[config.mk]
export PLATFORM = sky130hd
export DESIGN_NAME = fetch_controller
export DESIGN_NICKNAME = d
export VERILOG_FILES = /design/src/rtl/fetch_controller.sv
export SDC_FILE = /design/constraint.sdc
export NUM_CORES = 1
export LEC_CHECK = 0
export BUFFER_PORTS_ARGS = -buffer_cell sky130_fd_sc_hd__clkbuf_2
export CORE_UTILIZATION = 43
export DETAILED_ROUTE_END_ITERATION = 6
export PLACE_DENSITY = 0.92
export SYNTH_ARGS = -nofsm -noshare
export SYNTH_HDL_FRONTEND = slang
export SYNTH_SLANG_ARGS = --single-unit
export TNS_END_PERCENT = 20
[constraint.sdc]
create_clock -name clk -period 2.6 [get_ports clk]
set_input_delay 0.39 -clock clk [delete_from_list [all_inputs] [get_ports clk]]
set_output_delay 0.39 -clock clk [all_outputs]
set_load 0.01 [all_outputs]
[src/rtl/fetch_controller.sv]
// fetch_controller: walks the pc through fetch and issue, runs the imem
// req/ack handshake, holds the fetched word in ir and offers it to execute.
// Ports:
//   clk, reset (async, active-low)
//   pc_out -> pc_inc / pc_load / pc_reset / pc_in : pc control
//   imem_req / imem_addr -> imem_ack / imem_rdata : instruction fetch
//   ir / ir_valid -> exec_ready / branch_taken / branch_target : issue
//   halt : stop fetching at the next accept
//   fault : fetch timeout, sticky until reset
module fetch_controller #(
    parameter int DW          = 16,
    parameter int AW          = 16,
    parameter int MEM_TIMEOUT = 15
) (
    input  logic          clk,
    input  logic          reset,
    input  logic [AW-1:0] pc_out,
    output logic          pc_inc,
    output logic          pc_load,
    output logic          pc_reset,
    output logic [AW-1:0] pc_in,
    output logic          imem_req,
    output logic [AW-1:0] imem_addr,
    input  logic          imem_ack,
    input  logic [DW-1:0] imem_rdata,
    output logic [DW-1:0] ir,
    output logic          ir_valid,
    input  logic          exec_ready,
    input  logic          branch_taken,
    input  logic [AW-1:0] branch_target,
    input  logic          halt,
    output logic          fault
);

    localparam int CW = (MEM_TIMEOUT < 2) ? 1 : $clog2(MEM_TIMEOUT);
    localparam logic [CW-1:0] CNT_LAST = CW'(MEM_TIMEOUT - 1);

    typedef enum logic [2:0] {
        PCRST,
        FETCH,
        ISSUE,
        HALTED,
        FAULT
    } state_t;

    state_t          state_q;
    logic [CW-1:0]   cnt_q;
    logic [DW-1:0]   ir_q;
    logic            pcrst_q;
    logic            req_q;
    logic            valid_q;
    logic            fault_q;

    logic            accept;

    assign accept = valid_q & exec_ready;

    always_ff @(posedge clk or negedge reset) begin
        if (!reset) begin
            state_q <= PCRST;
            cnt_q   <= '0;
            ir_q    <= '0;
            pcrst_q <= 1'b1;
            req_q   <= 1'b0;
            valid_q <= 1'b0;
            fault_q <= 1'b0;
        end else begin
            unique case (state_q)
                PCRST: begin
                    state_q <= FETCH;
                    pcrst_q <= 1'b0;
                    req_q   <= 1'b1;
                end
                FETCH: begin
                    // An ack on the last allowed cycle still completes.
                    if (imem_ack) begin
                        state_q <= ISSUE;
                        ir_q    <= imem_rdata;
                        cnt_q   <= '0;
                        req_q   <= 1'b0;
                        valid_q <= 1'b1;
                    end else if (cnt_q == CNT_LAST) begin
                        state_q <= FAULT;
                        cnt_q   <= '0;
                        req_q   <= 1'b0;
                        fault_q <= 1'b1;
                    end else begin
                        cnt_q <= cnt_q + 1'b1;
                    end
                end
                ISSUE: begin
                    if (exec_ready) begin
                        valid_q <= 1'b0;
                        if (halt) begin
                            state_q <= HALTED;
                        end else begin
                            state_q <= FETCH;
                            req_q   <= 1'b1;
                        end
                    end
                end
                HALTED: begin
                    if (!halt) begin
                        state_q <= FETCH;
                        req_q   <= 1'b1;
                    end
                end
                FAULT: begin
                    state_q <= FAULT;
                end
                default: begin
                    state_q <= PCRST;
                    cnt_q   <= '0;
                    pcrst_q <= 1'b1;
                    req_q   <= 1'b0;
                    valid_q <= 1'b0;
                    fault_q <= 1'b0;
                end
            endcase
        end
    end

    // pc strobes are Mealy on the accepting cycle; the rest are flops.
    assign pc_inc    = accept & ~branch_taken;
    assign pc_load   = accept & branch_taken;
    assign pc_in     = pc_load ? branch_target : '0;
    assign pc_reset  = pcrst_q;

    assign imem_req  = req_q;
    assign imem_addr = pc_out;

    assign ir        = ir_q;
    assign ir_valid  = valid_q;
    assign fault     = fault_q;

endmodule

==> out/metrics.yaml <==
synth:
  ys_seq_area_share_pct: 46.7
  synth_top_area_share_pct: 44.9
  yosys_warnings: 0
  yosys.area_share.xor_xnor_pct: 0
  avgSynthCellArea_um2: 10.6
  synth_edf_count: 0
  syn_nets: 193
  yosys.area_share.simple_pct: 18.1
  netlist_top_cells_count: "dfrtp_1, buf_4, and2_1, mux2_2, nand2_1"
  ys_ff_latch: 27
  ys_types: 34
  ys.flop_type: "dfrtp_1"
  async_reset_ff_share_pct: 100
  synth.area.mux_share_pct: 13.8
  netlist_top_cells_area: "dfrtp_1, mux2_2, buf_4, and2_1, o21ai_0"
  synth.most_common_cell: "dfrtp_1"
  synth_cells: 137
  synthAdderAreaFrac_pct: 1.73
  synth_top_family_by_area: "simple AND/OR/NAND/NOR gates"
  synth_compound_area_share_pct: 8.12
  synth_top_area_cell: "dfrtp_1"
  netlist_area_um2: 1450
cts:
  cts_hold_repair.buffers: 0
  clkLatencyLatePin_ns: 0.32
  cts_tree: "yes"
  postCtsSetupBuffers: 0
  cts_resized: 0
  ctsRootBufferMaster: "clkbuf_4"
  cts_max_path_buffers: 2
  clk_pin_slew_ns: 0.13
  cts.sinks: 27
  numCtsBuffers: 3
  h-tree-depth: 1
die:
  die-area_um2: 3610
  num_rows: 20
  io-pin-count: 108
  core_um2: 3130
  dieWidth_um: 60.0
  start_util_pct: 46.3
  die_y_um: 60.0
timing:
  hold_viol_final: 0
  tightestPinTransition_ns: 0.763
  maxSlewViolCount: 0
  finalCriticalPeriod_ns: 1.94
  fin_setup_tns_ns: 0
  clock_skew_ns: 0.00255
  max-slew-margin-rel_pct: 48.4
  setup_viol_count_final: 0
  period_share_pct: 74.5
  max_freq_ghz: 0.516
  rsz0062_at_grt: "no"
  whs_ns: 0.0656
worst_setup_path:
  end_kind: "flop"
  path_class: "reg2reg"
  cp.arrival_ns: 2.14
  cp.required_ns: 2.80
  cp_max_fo: 13
  startpoint_type: "flop"
detailed_routing:
  num_vias: 1193
  ant_nets: 0
  wirelength_um: 3100
  drcViolationCount: 0
  firstDrtPassIters: 4
  drt-initial-drc-count: 40
  wl_per_cell_um: 13.1
  drt-vias-per-instance: 5.03
global_route:
  grt_start_max_net_pins: 28
  gr-total-overflow: 0
  grt_pass1_wl_um: 4350
  antenna_found_initial: 0
  grt_pass1_vias: 974
  grtUsageTotal_pct: 17.2
power_and_ir_drop:
  ir_drop_uv: 449
  finalPower_w: 0.00162
  power.density_nw_per_um2: 923
  power.leakage_nw: 0.900
run:
  maxCapViolCount: 0
final_layout:
  drive_gt1_share_pct: 50.8
  n_antenna_cell: 0
  post-route-util_pct: 56.1
  syn_to_final_growth_pct: 21.1
  nNetsFinal: 250
min_path:
  worstHoldPathType: "in2async"
place:
  port_buffers: 75
  dpl.hpwl_um: 2520
  place_congestion: 0.821
status:
  status: "finished, final reports clean"
==> final timing paths <==
check                                       start  slack, ns              endpoint  cells past startpoint
setup / recovery           state_q[1]$_DFFE_PN0P_       0.66  cnt_q[2]$_DFFE_PN0P_                      3
hold / removal                              reset       0.07     ir[3]$_DFFE_PN0P_                      1
setup reg to reg           state_q[1]$_DFFE_PN0P_       0.66  cnt_q[2]$_DFFE_PN0P_                      3
hold reg to reg              pc_reset$_DFFE_PN1N_       0.49  pc_reset$_DFFE_PN1N_                      2
max in group asynchronous                   reset       2.13  cnt_q[1]$_DFFE_PN0P_                      1
min in group clk                    imem_rdata[9]       0.29     ir[9]$_DFFE_PN0P_                      2
==> cell families after synthesis <==
kind of cell	after synthesis
buffers and inverters	27
multiplexers	18
AND/OR/NAND/NOR	44
adder cells (fa/ha/maj)	2
flip-flops	27
AO/OA/AOI/OAI	19
==> power by group <==
group          total (W)  switching, W  internal, W
clock network   0.000172      0.000112    0.0000601
registers       0.000751      0.000152     0.000600
logic           0.000696      0.000332     0.000364
total            0.00162      0.000596      0.00102
==> worst max-delay path, stage by stage (launching register included) <==
cell and delay (ns):
dfrtp_1 0.53, nor4b_1 0.74, nand2_1 0.19, o311ai_0 0.36
==> metal layers <==
| metal | vias up | GRT usage, % | routed length, um |
|---|---|---|---|
| met2 | 69 | 30.3 | 1590 |
| li1 | 564 | - | - |
| met5 | - | 0 | 0 |
| met3 | 12 | 5.41 | 255 |
| met4 | 0 | 11.3 | 129 |
| met1 | 548 | 17.3 | 1130 |
==> flip-flops by register name, indices dropped and copies added (netlist names) <==
name,cells
fault,1
pc_reset,1
cnt_q,4
ir,16
ir_valid,1
imem_req,1
state_q,3
==> through the flow <==
stage / instance area [um^2] / cells / setup WS (ns)
detailed placement: 1730 / 233 / 0.736
global route: 1750 / 237 / 0.613
finish: 1750 / 237 / 0.662
CTS: 1750 / 237 / 0.714
floorplan: 1450 / 137 / 0.982
global placement: 1730 / 233 / 0.771
==> layout make-up <==
class / count / area [um^2]
clock buffer: 4 / 26.3
fill: 261 / 1370
timing repair buffer: 75 / 375
sequential: 27 / 677
tap: 44 / 55.1
inverter: 4 / 15.0
multi-input combinational: 83 / 606
==> layout by cell type, fill, tap and decap left out, drive strengths merged <==
cell and count:
clkbuf 79, dfrtp 26, and2 16, mux2 16, nand2 9, o21ai 7
inv 4, a21oi 4, nand3 3, and3 2, nor2 2, nand3b 2
mux2i 2, nand2b 2, o22ai 2, ha 2, nor4b 1, o311ai 1
o21ba 1, or3b 1, or4b 1, nor3 1, a211oi 1, nor2b 1
nor3b 1, a2bb2oi 1, and3b 1, or4 1, o211ai 1, o21a 1
dfstp 1
Power figures use the tool's default switching activity.
